==> src/rtl/lrm_seq.sv <==
// lrm_seq: load-request sequencer for strided vector loads.
//
// Takes one vector load command (base address, element width, stride code,
// element count), walks it one 64-byte line at a time and emits one line
// request per line touched. Each request carries a sequence ID that tells the
// response packer how many elements the line holds, where the first one sits,
// which element index it is and which line of the command it is. Line
// responses are counted back in and a one-cycle done pulse closes the command.
//
// Ports
//   clk, reset_n            clock, asynchronous active-low reset
//   cmd_valid / cmd_ready   command handshake (ready only when idle)
//   cmd_addr[39:0]          byte address of element 0
//   cmd_eew[1:0]            element width, log2 bytes
//   cmd_stride[2:0]         stride code: [1:0] log2 elements, [2] negative
//   cmd_vl[10:0]            element count 0..1024
//   cmd_id[4:0]             command tag returned on done_id
//   req_valid / req_ready   line request handshake
//   req_line[33:0]          line address (element address [39:6])
//   req_seq_id[33:0]        {id, nelem, off, idx, line}
//   rsp_valid               one line response returned
//   done_valid              one-cycle completion pulse
//   done_id, done_err       tag and reject flag of the completed command
//   dbg_state[1:0]          FSM state: 0 idle, 1 issue, 2 drain, 3 done
//
// Handshakes: a transfer happens on a rising clock edge where valid and ready
// are both high. A source that raises valid keeps it high and keeps its
// payload unchanged until the transfer happens; valid never depends on ready.

module lrm_seq #(
  parameter int MAX_OUTSTANDING = 8
) (
  input  logic        clk,
  input  logic        reset_n,
  input  logic        cmd_valid,
  output logic        cmd_ready,
  input  logic [39:0] cmd_addr,
  input  logic [1:0]  cmd_eew,
  input  logic [2:0]  cmd_stride,
  input  logic [10:0] cmd_vl,
  input  logic [4:0]  cmd_id,
  output logic        req_valid,
  input  logic        req_ready,
  output logic [33:0] req_line,
  output logic [33:0] req_seq_id,
  input  logic        rsp_valid,
  output logic        done_valid,
  output logic [4:0]  done_id,
  output logic        done_err,
  output logic [1:0]  dbg_state
);

  localparam int OW = $clog2(MAX_OUTSTANDING + 1);
  localparam logic [OW-1:0] MAX_OUT = OW'(MAX_OUTSTANDING);

  typedef enum logic [1:0] {
    S_IDLE  = 2'd0,
    S_ISSUE = 2'd1,
    S_DRAIN = 2'd2,
    S_DONE  = 2'd3
  } state_t;

  state_t          state_q, state_d;
  logic [39:0]     cur_addr_q;
  logic [10:0]     rem_q;
  logic [10:0]     idx_q;
  logic [4:0]      line_q;
  logic [2:0]      bs_q;      // log2 of the byte stride
  logic            neg_q;
  logic [4:0]      id_q;
  logic [OW-1:0]   outstanding_q;
  logic [4:0]      done_id_q;
  logic            done_err_q;

  logic            cmd_acc;
  logic [2:0]      align_mask;
  logic            cmd_err;
  logic [5:0]      off;
  logic [5:0]      span;
  logic [6:0]      room;
  logic [6:0]      nelem;
  logic [11:0]     step;
  logic [39:0]     next_addr;
  logic            req_fire;
  logic            rsp_take;
  logic            last_req;
  logic            done_enter;

  // ---------------------------------------------------------------------
  // Command decode
  // ---------------------------------------------------------------------
  assign cmd_acc = cmd_valid & cmd_ready;

  always_comb begin
    align_mask = 3'b000;
    case (cmd_eew)
      2'd0:    align_mask = 3'b000;
      2'd1:    align_mask = 3'b001;
      2'd2:    align_mask = 3'b011;
      default: align_mask = 3'b111;
    endcase
  end

  // Stride codes 3 and 7 are reserved; misaligned element 0 is rejected.
  assign cmd_err = (cmd_stride[1:0] == 2'b11) | (|(cmd_addr[2:0] & align_mask));

  // ---------------------------------------------------------------------
  // Per-line request datapath
  // ---------------------------------------------------------------------
  assign off = cur_addr_q[5:0];
  // Bytes left in the line in the walking direction, minus one.
  assign span = neg_q ? off : ~off;
  assign room = {1'b0, (span >> bs_q)} + 7'd1;
  assign nelem = (rem_q < {4'b0, room}) ? rem_q[6:0] : room;
  assign step = {5'b0, nelem} << bs_q;
  assign next_addr = neg_q ? (cur_addr_q - {28'b0, step})
                           : (cur_addr_q + {28'b0, step});

  assign req_fire = req_valid & req_ready;
  // A response with nothing in flight is dropped.
  assign rsp_take = rsp_valid & (outstanding_q != '0);
  assign last_req = (rem_q == {4'b0, nelem});

  // ---------------------------------------------------------------------
  // FSM: state register
  // ---------------------------------------------------------------------
  always_ff @(posedge clk or negedge reset_n) begin
    if (!reset_n) state_q <= S_IDLE;
    else          state_q <= state_d;
  end

  // FSM: next state
  always_comb begin
    state_d = state_q;
    unique case (state_q)
      S_IDLE: begin
        if (cmd_acc) begin
          if (cmd_err || (cmd_vl == 11'd0)) state_d = S_DONE;
          else                              state_d = S_ISSUE;
        end
      end
      S_ISSUE: begin
        if (req_fire && last_req) state_d = S_DRAIN;
      end
      S_DRAIN: begin
        // The final response may arrive in the cycle it is checked.
        if ((outstanding_q == '0) ||
            ((outstanding_q == OW'(1)) && rsp_take)) state_d = S_DONE;
      end
      default: state_d = S_IDLE;
    endcase
  end

  // FSM: outputs
  always_comb begin
    cmd_ready  = (state_q == S_IDLE);
    req_valid  = (state_q == S_ISSUE) && (outstanding_q < MAX_OUT);
    done_valid = (state_q == S_DONE);
  end

  // ---------------------------------------------------------------------
  // Command walk registers
  // ---------------------------------------------------------------------
  always_ff @(posedge clk or negedge reset_n) begin
    if (!reset_n) begin
      cur_addr_q <= '0;
      rem_q      <= '0;
      idx_q      <= '0;
      line_q     <= '0;
      bs_q       <= '0;
      neg_q      <= 1'b0;
      id_q       <= '0;
    end else if (cmd_acc) begin
      cur_addr_q <= cmd_addr;
      rem_q      <= cmd_vl;
      idx_q      <= '0;
      line_q     <= '0;
      bs_q       <= {1'b0, cmd_eew} + {1'b0, cmd_stride[1:0]};
      neg_q      <= cmd_stride[2];
      id_q       <= cmd_id;
    end else if (req_fire) begin
      cur_addr_q <= next_addr;
      rem_q      <= rem_q - {4'b0, nelem};
      idx_q      <= idx_q + {4'b0, nelem};
      line_q     <= line_q + 5'd1;
    end
  end

  always_ff @(posedge clk or negedge reset_n) begin
    if (!reset_n) begin
      outstanding_q <= '0;
    end else begin
      case ({req_fire, rsp_take})
        2'b10:   outstanding_q <= outstanding_q + OW'(1);
        2'b01:   outstanding_q <= outstanding_q - OW'(1);
        default: outstanding_q <= outstanding_q;
      endcase
    end
  end

  // Done tag/flag are captured on entry to DONE and held afterwards. A
  // command that goes straight from IDLE to DONE has not been latched yet,
  // so its tag comes from the command port.
  assign done_enter = (state_d == S_DONE) && (state_q != S_DONE);

  always_ff @(posedge clk or negedge reset_n) begin
    if (!reset_n) begin
      done_id_q  <= '0;
      done_err_q <= 1'b0;
    end else if (done_enter) begin
      done_id_q  <= (state_q == S_IDLE) ? cmd_id : id_q;
      done_err_q <= (state_q == S_IDLE) & cmd_err;
    end
  end

  assign req_line   = cur_addr_q[39:6];
  assign req_seq_id = {id_q, nelem, off, idx_q, line_q};
  assign done_id    = done_id_q;
  assign done_err   = done_err_q;
  assign dbg_state  = state_q;

  rsp_without_outstanding: assert property (
    @(posedge clk) disable iff (!reset_n) !(rsp_valid && (outstanding_q == '0))
  );

endmodule
==> config.mk <==
export PLATFORM = sky130hd
export DESIGN_NAME = lrm_seq
export DESIGN_NICKNAME = d
export VERILOG_FILES = /design/src/rtl/lrm_seq.sv
export SDC_FILE = /design/constraint.sdc
export NUM_CORES = 1
export LEC_CHECK = 0
export BUFFER_PORTS_ARGS = -buffer_cell sky130_fd_sc_hd__buf_2
export CAP_MARGIN = 20
export CORE_MARGIN = 2
export CORE_UTILIZATION = 40
export DETAILED_ROUTE_END_ITERATION = 16
export PLACE_DENSITY = 0.62
export SETUP_SLACK_MARGIN = 0.15
export SYNTH_ARGS = -nofsm -noshare
export SYNTH_HDL_FRONTEND = slang
export SYNTH_SLANG_ARGS = --single-unit
==> constraint.sdc <==
create_clock -name clk -period 11.91 [get_ports clk]
set_input_delay 1.191 -clock clk [delete_from_list [all_inputs] [get_ports clk]]
set_output_delay 1.191 -clock clk [all_outputs]
set_load 0.03 [all_outputs]
==> load_flow_metrics.sql <==
INSERT INTO impl_metrics (metric_group, metric, value, unit) VALUES
('layout', 'fillerInstances', '2041', ''),
('clock_network', 'clk-insertion-delay-late', '360', 'ps'),
('synth', 'synthCells', '1007', ''),
('floorplan', 'num_io_pins', '145', ''),
('outcome', 'run_status', 'finished clean', ''),
('layout', 'layout_common_cells', '143 x sky130_fd_sc_hd__buf_2, 109 x sky130_fd_sc_hd__nand2_1, 87 x sky130_fd_sc_hd__o21ai_0, 87 x sky130_fd_sc_hd__dfrtp_1, 84 x sky130_fd_sc_hd__nor2_1', ''),
('drt', 'dr.pass1.iters', '5', ''),
('global_routing', 'grt_start_max_net_pins', '68', ''),
('global_routing', 'grt_pass1_vias', '7745', ''),
('timing', 'timing.final.crit_share', '0.892', ''),
('timing', 'timing.final.setup_violations', '0', ''),
('synth', 'post_synth_xor_area_fraction', '0.0730', ''),
('synth', 'synth_compound_area_frac', '0.277', ''),
('floorplan', 'die_height', '147', 'um'),
('setup_path', 'crit_path_end', 'cur_addr_q[39]$_DFFE_PN0P_', ''),
('global_routing', 'antenna_found_initial', '0', ''),
('clock_network', 'max_buffers_root_to_sink', '2', ''),
('layout', 'area_delta_synth_final', '15.4', '%'),
('setup_path', 'critPathMaxStageDelay', '660', 'ps'),
('drt', 'ant_nets', '0', ''),
('floorplan', 'die-area', '0.0216', 'sq mm'),
('timing', 'setup_total_negative_slack', '0', 'ps'),
('timing', 'timing_hold_violations_final', '0', ''),
('synth', 'ys_seq_area_frac', '0.270', ''),
('global_routing', 'globalRoute.totalOverflow', '0', ''),
('min_path', 'timing.hold.worst_path_depth', '2', ''),
('layout', 'finalNetCount', '1253', ''),
('floorplan', 'die-width', '147', 'um'),
('layout', 'diodes', '0', ''),
('drt', 'wirelength', '25600', 'um'),
('global_routing', 'grt.total_usage', '0.237', ''),
('setup_path', 'regToRegEndpoint', 'cur_addr_q[39]$_DFFE_PN0P_', ''),
('setup_path', 'critPathSlowestCell', 'sky130_fd_sc_hd__a211oi_1', ''),
('setup_path', 'cp-end-kind', 'flip-flop', ''),
('synth', 'post_synth_num_cell_types', '84', ''),
('clock_network', 'htree_levels', '3', ''),
('synth', 'synth.avg_cell_area', '8.11', 'sq um'),
('setup_path', 'worstRegToRegCells', '32', ''),
('timing', 'report.final.slew_viol_count', '0', ''),
('clock_network', 'cts-buffers-inserted', '9', ''),
('floorplan', 'starting_utilization_of_the_core_area', '0.406', ''),
('setup_path', 'setup.worst_path.start_class', 'flip-flop', ''),
('synth', 'yosys_warnings', '0', ''),
('setup_path', 'critPathLaunch', 'bs_q[2]$_DFFE_PN0P_', ''),
('synth', 'synth_top_flop_cell', 'sky130_fd_sc_hd__dfrtp_1', ''),
('min_path', 'worstHoldPathType', 'flip-flop to flip-flop', ''),
('timing', 'grt_setup_unrepaired', 'no', ''),
('drt', 'drt_iter0_drc', '631', ''),
('setup_path', 'critPathRequiredTime', '12120', 'ps'),
('global_routing', 'grt_first_pass_wirelength', '41400', 'um'),
('clock_network', 'post_cts.repair.setup_buffers', '0', ''),
('setup_path', 'r2r_start', 'bs_q[2]$_DFFE_PN0P_', ''),
('drt', 'routedWlPerCell', '18.3', 'um'),
('setup_path', 'critPathMaxFanout', '23', ''),
('setup_path', 'cp.arrival', '10840', 'ps'),
('flow_run', 'max-cap-violations', '0', ''),
('drt', 'vias_per_cell', '5.88', ''),
('timing', 'clock.fmax', '94.1', 'MHz'),
('synth', 'synth_fp_nets', '1134', ''),
('layout', 'layout.cells.most_common', 'sky130_fd_sc_hd__buf_2', ''),
('synth', 'synth.mux.area_fraction', '0.0490', ''),
('timing', 'finalClockSkew', '9.04', 'ps'),
('timing', 'maxSlewHeadroom', '0.409', ''),
('floorplan', 'core', '0.0201', 'sq mm'),
('clock_network', 'cts.reportedPaths.clkPinSlew', '70', 'ps'),
('synth', 'async_flop_share', '1.00', ''),
('synth', 'synth_top_family_by_area', 'compound AO/OA/AOI/OAI gates', ''),
('layout', 'final_layout_size_suffix_gt1_frac', '0.193', ''),
('layout', 'final_design_area_no_fill', '0.00942', 'sq mm'),
('synth', 'synth-edff-count', '0', ''),
('synth', 'post_synth_fa_ha_maj_area_fraction', '0.0981', '');
flip-flops by register name (all words and copies together), names as in the netlist:
| signal | count |
|---|---|
| rem_q | 11 |
| id_q | 5 |
| line_q | 5 |
| outstanding_q | 4 |
| done_id | 5 |
| neg_q | 1 |
| done_err | 1 |
| cur_addr_q | 40 |
| idx_q | 11 |
| bs_q | 3 |
| dbg_state | 2 |
repair_timing:
action	CTS	global route
gates resized for setup	0	2
setup endpoints to repair	0	1
hold buffers	0	0
cells by family (layout without fill, tap and decap cells):
kind of cell | Yosys count | after routing
xor+xnor | 68 | 68
flops | 88 | 88
compound gates | 337 | 337
simple gates | 331 | 331
buf+inv | 88 | 212
mux | 32 | 32
fa+ha+maj | 63 | 63
cell usage after synthesis (7+ instances only):
library cell / instances / area, sq um
sky130_fd_sc_hd__a211oi_1: 11 / 82.6
sky130_fd_sc_hd__a21o_1: 23 / 173
sky130_fd_sc_hd__a21oi_1: 62 / 310
sky130_fd_sc_hd__a221oi_1: 8 / 70.1
sky130_fd_sc_hd__a22oi_1: 41 / 308
sky130_fd_sc_hd__a31oi_1: 11 / 68.8
sky130_fd_sc_hd__and2_1: 7 / 43.8
sky130_fd_sc_hd__clkbuf_1: 36 / 135
sky130_fd_sc_hd__dfrtp_1: 88 / 2200
sky130_fd_sc_hd__ha_1: 59 / 738
sky130_fd_sc_hd__inv_1: 36 / 135
sky130_fd_sc_hd__mux2i_1: 22 / 220
sky130_fd_sc_hd__nand2_1: 109 / 409
sky130_fd_sc_hd__nand3_1: 32 / 160
sky130_fd_sc_hd__nand4_1: 9 / 56.3
sky130_fd_sc_hd__nor2_1: 85 / 319
sky130_fd_sc_hd__nor3_1: 23 / 115
sky130_fd_sc_hd__nor4_1: 7 / 43.8
sky130_fd_sc_hd__o211ai_1: 11 / 82.6
sky130_fd_sc_hd__o21a_1: 8 / 60.1
sky130_fd_sc_hd__o21ai_0: 87 / 435
sky130_fd_sc_hd__o22ai_1: 7 / 43.8
sky130_fd_sc_hd__or2_2: 12 / 75.1
sky130_fd_sc_hd__or3_1: 7 / 43.8
sky130_fd_sc_hd__xnor2_1: 43 / 377
sky130_fd_sc_hd__xor2_1: 25 / 219
worst min-delay path by stage:
| stage | from | endpoint |
|---|---|---|
| 2_1_floorplan | outstanding_q[3]$_DFFE_PN0P_ | outstanding_q[3]$_DFFE_PN0P_ |
| 3_3_place_gp | done_id[4]$_DFFE_PN0P_ | done_id[4]$_DFFE_PN0P_ |
| 3_5_place_dp | done_id[1]$_DFFE_PN0P_ | done_id[1]$_DFFE_PN0P_ |
| 4_1_cts | idx_q[10]$_DFFE_PN0P_ | idx_q[10]$_DFFE_PN0P_ |
| 5_1_grt | done_id[2]$_DFFE_PN0P_ | done_id[2]$_DFFE_PN0P_ |
| 6_report | done_id[1]$_DFFE_PN0P_ | done_id[1]$_DFFE_PN0P_ |
layout make-up:
type                            instances  area, sq um  share of cell area
Multi-Input combinational cell        831         5630               0.598
Sequential cell                        88         2200               0.234
Timing Repair Buffer                  154          811              0.0860
Tap cell                              270          338              0.0359
Clock buffer                            9          225              0.0239
Inverter                               42          160              0.0170
Clock inverter                          7         52.6             0.00558
worst max-delay path: cells and delay by family, from the launching register on:
kind | cells | cell delay [ps]
xor gates and xnor gates | 1 | 450
adders and majority gates | 3 | 1020
DFF | 1 | 640
and+or+nand+nor | 5 | 970
muxes | 2 | 730
buffers and inverters | 2 | 580
AOI/OAI and AO/OA | 19 | 6080
per-stage QoR:
step / cells / setup WS, ps / util / hold WS (ps)
6_report: 1401 / 1280 / 0.469 / 478
2_1_floorplan: 1007 / 2990 / - / 465
3_5_place_dp: 1384 / 1130 / 0.454 / 468
3_3_place_gp: 1384 / 1340 / 0.454 / 459
5_1_grt: 1401 / 325 / 0.469 / 517
4_1_cts: 1400 / 1070 / 0.468 / 484
per-layer routing:
layer / GRT usage / routed length [um]
met2: 0.383 / 11800
met1: 0.333 / 12000
met5: 0 / 0
met3: 0.0401 / 1450
met4: 0.0568 / 335
Power is not shown: default switching activity piles up to over one toggle a cycle in this logic, so the estimate is an artifact.
